### src/rtl/fifo_stim_writer.sv
// Write-side FIFO traffic generator: incrementing bytes in bursts with gaps.
// Optional FIFO_STIM_ERR_INJECT_EN adds inj_err to corrupt bit 0 of a word.
module fifo_stim_writer #(
    parameter int B = 8,
    parameter int W = 4
) (
    input  logic         clk,
    input  logic         rst_n,
    input  logic         start,
    input  logic [B-1:0] seed,
    input  logic [15:0]  total,
    input  logic [W:0]   burst_len,
    input  logic [7:0]   gap_len,
    input  logic         full,
`ifdef FIFO_STIM_ERR_INJECT_EN
    input  logic         inj_err,
`endif
    output logic         wr,
    output logic [B-1:0] wr_data,
    output logic         busy,
    output logic         done,
    output logic [15:0]  wr_count
);

    typedef enum logic [1:0] {
        S_IDLE,
        S_BURST,
        S_GAP,
        S_DONE
    } state_e;

    localparam logic [W:0] BONE = {{W{1'b0}}, 1'b1};

    state_e       state_q, state_d;
    logic [B-1:0] data_q, data_d;
    logic [15:0]  total_q, total_d;
    logic [W:0]   blen_q, blen_d;
    logic [7:0]   gap_q, gap_d;
    logic [15:0]  cnt_q, cnt_d;
    logic [W:0]   bcnt_q, bcnt_d;
    logic [7:0]   gcnt_q, gcnt_d;

    logic last_wr;
    logic burst_end;

    assign wr        = (state_q == S_BURST) && !full;
    assign busy      = (state_q == S_BURST) || (state_q == S_GAP);
    assign done      = (state_q == S_DONE);
    assign wr_count  = cnt_q;
    assign last_wr   = ((cnt_q + 16'd1) == total_q);
    assign burst_end = ((bcnt_q + BONE) == blen_q);

`ifdef FIFO_STIM_ERR_INJECT_EN
    assign wr_data = data_q ^ {{(B-1){1'b0}}, inj_err & wr};
`else
    assign wr_data = data_q;
`endif

    // Next-state: run sequencing, data stepping and burst/gap counting.
    always_comb begin
        state_d = state_q;
        data_d  = data_q;
        total_d = total_q;
        blen_d  = blen_q;
        gap_d   = gap_q;
        cnt_d   = cnt_q;
        bcnt_d  = bcnt_q;
        gcnt_d  = gcnt_q;
        unique case (state_q)
            S_IDLE: begin
                if (start) begin
                    data_d  = seed;
                    total_d = total;
                    blen_d  = (burst_len == '0) ? BONE : burst_len;
                    gap_d   = gap_len;
                    cnt_d   = '0;
                    bcnt_d  = '0;
                    gcnt_d  = '0;
                    state_d = (total == 16'd0) ? S_DONE : S_BURST;
                end
            end
            S_BURST: begin
                if (wr) begin
                    cnt_d = cnt_q + 16'd1;
                    if (last_wr) begin
                        // Final word: data keeps the last written value.
                        state_d = S_DONE;
                    end else begin
                        data_d = data_q + 1'b1;
                        if (burst_end) begin
                            bcnt_d = '0;
                            if (gap_q != 8'd0) begin
                                gcnt_d  = '0;
                                state_d = S_GAP;
                            end
                        end else begin
                            bcnt_d = bcnt_q + BONE;
                        end
                    end
                end
            end
            S_GAP: begin
                if (gcnt_q == gap_q - 8'd1) begin
                    gcnt_d  = '0;
                    bcnt_d  = '0;
                    state_d = S_BURST;
                end else begin
                    gcnt_d = gcnt_q + 8'd1;
                end
            end
            S_DONE: begin
                state_d = S_IDLE;
            end
            default: begin
                state_d = S_IDLE;
            end
        endcase
    end

    // State and datapath registers; reset aborts any run immediately.
    always_ff @(posedge clk or negedge rst_n) begin
        if (!rst_n) begin
            state_q <= S_IDLE;
            data_q  <= '0;
            total_q <= '0;
            blen_q  <= '0;
            gap_q   <= '0;
            cnt_q   <= '0;
            bcnt_q  <= '0;
            gcnt_q  <= '0;
        end else begin
            state_q <= state_d;
            data_q  <= data_d;
            total_q <= total_d;
            blen_q  <= blen_d;
            gap_q   <= gap_d;
            cnt_q   <= cnt_d;
            bcnt_q  <= bcnt_d;
            gcnt_q  <= gcnt_d;
        end
    end

endmodule

### config.mk
export PLATFORM = sky130hd
export DESIGN_NAME = fifo_stim_writer
export DESIGN_NICKNAME = d
export VERILOG_FILES = /design/src/rtl/fifo_stim_writer.sv
export SDC_FILE = /design/constraint.sdc
export NUM_CORES = 1
export LEC_CHECK = 0
export BUFFER_PORTS_ARGS = -buffer_cell sky130_fd_sc_hd__buf_2
export CAP_MARGIN = 40
export CELL_PAD_IN_SITES_DETAIL_PLACEMENT = 1
export CELL_PAD_IN_SITES_GLOBAL_PLACEMENT = 1
export CORE_UTILIZATION = 40
export DETAILED_ROUTE_END_ITERATION = 16
export GPL_TIMING_DRIVEN = 1
export PLACE_DENSITY_LB_ADDON = 0.1
export SLEW_MARGIN = 20
export SYNTH_ARGS = -nofsm -noshare
export SYNTH_HDL_FRONTEND = slang
export SYNTH_SLANG_ARGS = --single-unit
### constraint.sdc
create_clock -name clk -period 2.7 [get_ports clk]
set_input_delay 0.54 -clock clk [delete_from_list [all_inputs] [get_ports clk]]
set_output_delay 0.54 -clock clk [all_outputs]
set_load 0.05 [all_outputs]
==> results.json <==
{
  "status": "completed",
  "ys_warn_count": 0,
  "ant_nets": 0,
  "synth_top_family_by_area": "simple AND/OR/NAND/NOR gates",
  "die_h_um": 108,
  "finalWirelength_mm": 13.5,
  "synth-main-ff-cell": "dfrtp_1",
  "clockPowerShare_pct": 13.9,
  "clock_skew_ns": 0.00810,
  "syn-num-nets": 519,
  "grt_pass1_wl_mm": 21.7,
  "switching_share_pct": 45.9,
  "hold_buffers": 0,
  "synth-compound-area-share_pct": 16.7,
  "power.switching_mw": 2.75,
  "grtUsageTotal_pct": 24.7,
  "initial_core_util_pct": 41.1,
  "clkTransAtPathRegs_ns": 0.08,
  "critPathLaunchType": "flip-flop",
  "cts_sinks": 68,
  "core.rowCount": 38,
  "cts_tree": "done",
  "fin_util_pct": 51.8,
  "synthXorXnorAreaFrac_pct": 8.03,
  "synth-edff-count": 0,
  "nets": 624,
  "ctsRootBufferMaster": "clkbuf_8",
  "crit_top_cell": "inv_2",
  "ir_drop_mv": 0.498,
  "rr_worst_depth": 10,
  "ys_ff_latch": 68,
  "fin_crit_sh_pct": 99.5,
  "setup_violations": 0,
  "synth_simple_gate_area_share_pct": 21.7,
  "dr.pass1.iters": 4,
  "vias": 4030,
  "maxCapViolCount": 0,
  "hpwl_mm": 9.81,
  "worst_slack_ns": 0.0138,
  "fin_area_um2": 5640,
  "io_buffers": 67,
  "final.min_clock_period_ns": 2.69,
  "dieArea_um2": 11600,
  "final-hold-violation-count": 0,
  "critPathKind": "flip-flop to flip-flop",
  "antenna_found_initial": 0,
  "p_seq_share_pct": 29.6,
  "htree_levels": 3,
  "io_pins": 68,
  "power.leakage_nw": 2.46,
  "min_path_type": "input port to async pin",
  "grt_pass1_vias": 4294,
  "drt_iter0_drc": 107,
  "cp_slowest_stage_delay_ns": 0.46,
  "cp_slowest_cell": "or4_1",
  "area_growth_pct": 26.1,
  "rrSetupSlack_ns": 0.01,
  "die_x_um": 108,
  "ys_types": 62,
  "syn_area_um2": 4470,
  "drive_above_1_share_pct": 39.0,
  "pre_cts_ws_ns": -0.0532,
  "avgSynthCellArea_um2": 9.53,
  "diodes": 0,
  "cts_made_buffers": 9,
  "fmax_mhz": 372,
  "pwr_density_cell_nw_per_um2": 1060,
  "overflow": 0,
  "cp_max_fo": 4,
  "syn_inst": 469,
  "final_common_cell": "buf_2",
  "drc": 0,
  "path_cells": "inv_2, ha_4, nor2b_1, or3_1, a31o_4, o41ai_4, buf_4, inv_2, or4_1, o221a_1",
  "slew_headroom_pct": 59.0,
  "final_max_slew_viol_count": 0,
  "async_reset_ff_share_pct": 100,
  "end_kind": "flip-flop",
  "via_per_inst": 5.61,
  "rsz0062_at_grt": "true",
  "synthMuxAreaShare_pct": 9.32,
  "fp.coreArea_um2": 10900,
  "synthAdderAreaFrac_pct": 2.52,
  "pwr-share-comb_pct": 56.5,
  "p_int_mw": 3.24,
  "place.gp.congestion": 0.850,
  "wire_per_inst_um": 18.7,
  "p_total_mw": 5.99,
  "crit_required_ns": 2.96,
  "tns_ns": 0,
  "synth_seq_area_share_pct": 38.1,
  "grt_start_max_net_pins": 69,
  "crit_arrival_ns": 2.95,
  "placed_area_um2": 5260,
  "most-common-layout-cells": "buf_2, dfrtp_1, buf_4, o21ai_0, nor2_1",
  "worstMarginPinSlew_ns": 0.614,
  "clkLatencyLatePin_ns": 0.37,
  "cts_buffer_depth": 2
}
cell type report:
| class | count | area (µm²) |
|---|---|---|
| clock buffer | 14 | 173 |
| clock inverter | 2 | 10.0 |
| fill | 1278 | 5250 |
| inverter | 12 | 45.0 |
| multi-input combinational | 363 | 2760 |
| sequential | 68 | 1720 |
| tap | 140 | 175 |
| timing repair buffer | 120 | 749 |
per-layer routing:
layer  global-route usage [%]  part of all wire [%]  vias up
li1                         -                     -     1922
met1                     30.3                    44     2020
met2                     42.8                    51       69
met3                     4.18                   3.2       19
met4                     9.69                   1.7        0
met5                        0                     0        -
critical path: cells and delay by family (launching register included):
kind	cells	cell delay (ns)
adder cells (fa/ha/maj)	1	0.16
AND/OR/NAND/NOR	3	0.96
flip-flops	1	0.40
AO/OA/AOI/OAI	3	0.79
buffers and inverters	3	0.26
cells in the mapped netlist (2+ instances only):
library cell | number | area share (%)
nor2_1 | 36 | 3.0
o31ai_2 | 2 | 0.56
and3_1 | 9 | 1.3
and2_1 | 2 | 0.28
nand2b_1 | 9 | 1.3
buf_2 | 8 | 0.90
a21o_1 | 2 | 0.34
buf_4 | 2 | 0.34
ha_1 | 9 | 2.5
nand3b_1 | 5 | 0.84
nand2_1 | 30 | 2.5
xnor2_1 | 27 | 5.3
or4_1 | 2 | 0.34
nor4_2 | 3 | 0.84
a21oi_1 | 11 | 1.2
xor2_1 | 14 | 2.7
nor3_1 | 7 | 0.78
o21ai_0 | 43 | 4.8
a31o_2 | 4 | 0.78
nor4_1 | 12 | 1.7
a22oi_1 | 2 | 0.34
mux2_2 | 29 | 7.3
a31oi_1 | 8 | 1.1
nor3b_1 | 4 | 0.67
or3b_2 | 3 | 0.59
o31ai_1 | 11 | 1.8
nand4_1 | 9 | 1.3
inv_1 | 12 | 1.0
nand3_1 | 13 | 1.5
nor2b_1 | 3 | 0.42
o22ai_1 | 6 | 0.84
clkbuf_1 | 15 | 1.3
dfrtp_1 | 68 | 38
o211ai_1 | 4 | 0.67
nand3_2 | 4 | 0.90
mux2i_1 | 9 | 2.0
or3_1 | 6 | 0.84
and2b_1 | 2 | 0.34
kinds of logic (layout without fill, tap and decap cells):
family          count (synthesis)  in the layout
compound gates                108            108
buf+inv                        38            148
mux                            38             38
simple gates                  167            167
xor+xnor                       41             41
fa+ha+maj                       9              9
flops                          68             68
final timing paths:
check | start | endpoint
min | rst_n | gap_q[6]
min in group clk | gap_len[6] | gap_q[6]
max reg2reg | gap_q[1] | state_q[0]
max | gap_q[1] | state_q[0]
max in group asynchronous | rst_n | wr_count[9]
min reg2reg | total_q[1] | total_q[1]
power by group through the flow:
| stage | Sequential, mW | Combinational [mW] | Clock [mW] |
|---|---|---|---|
| floorplan | 1.91 | 2.13 | 0 |
| global placement | 1.78 | 3.07 | 0 |
| detailed placement | 1.80 | 3.17 | 0 |
| CTS | 1.78 | 3.24 | 0.855 |
| global route | 1.83 | 3.69 | 0.898 |
| finish | 1.77 | 3.39 | 0.835 |
flip-flops by register name, indices dropped and copies added (netlist names):
register and flops:
total_q 16, blen_q 5, wr_data 8, state_q 2
gap_q 8, gcnt_q 8, bcnt_q 5, wr_count 16
per-stage QoR:
| stage | hold WS [ns] | cells |
|---|---|---|
| 2_1_floorplan | 0.244 | 469 |
| 3_3_place_gp | 0.509 | 692 |
| 3_5_place_dp | 0.520 | 692 |
| 4_1_cts | 0.197 | 710 |
| 5_1_grt | 0.215 | 719 |
| 6_report | 0.192 | 719 |
repair_timing:
action	4_1_cts	5_1_grt
pin swaps	6	18
gates resized for setup	7	19
endpoints found under the setup margin	8	17
buffers inserted	2	11
No activity file was read; power rests on OpenSTA's default activity.
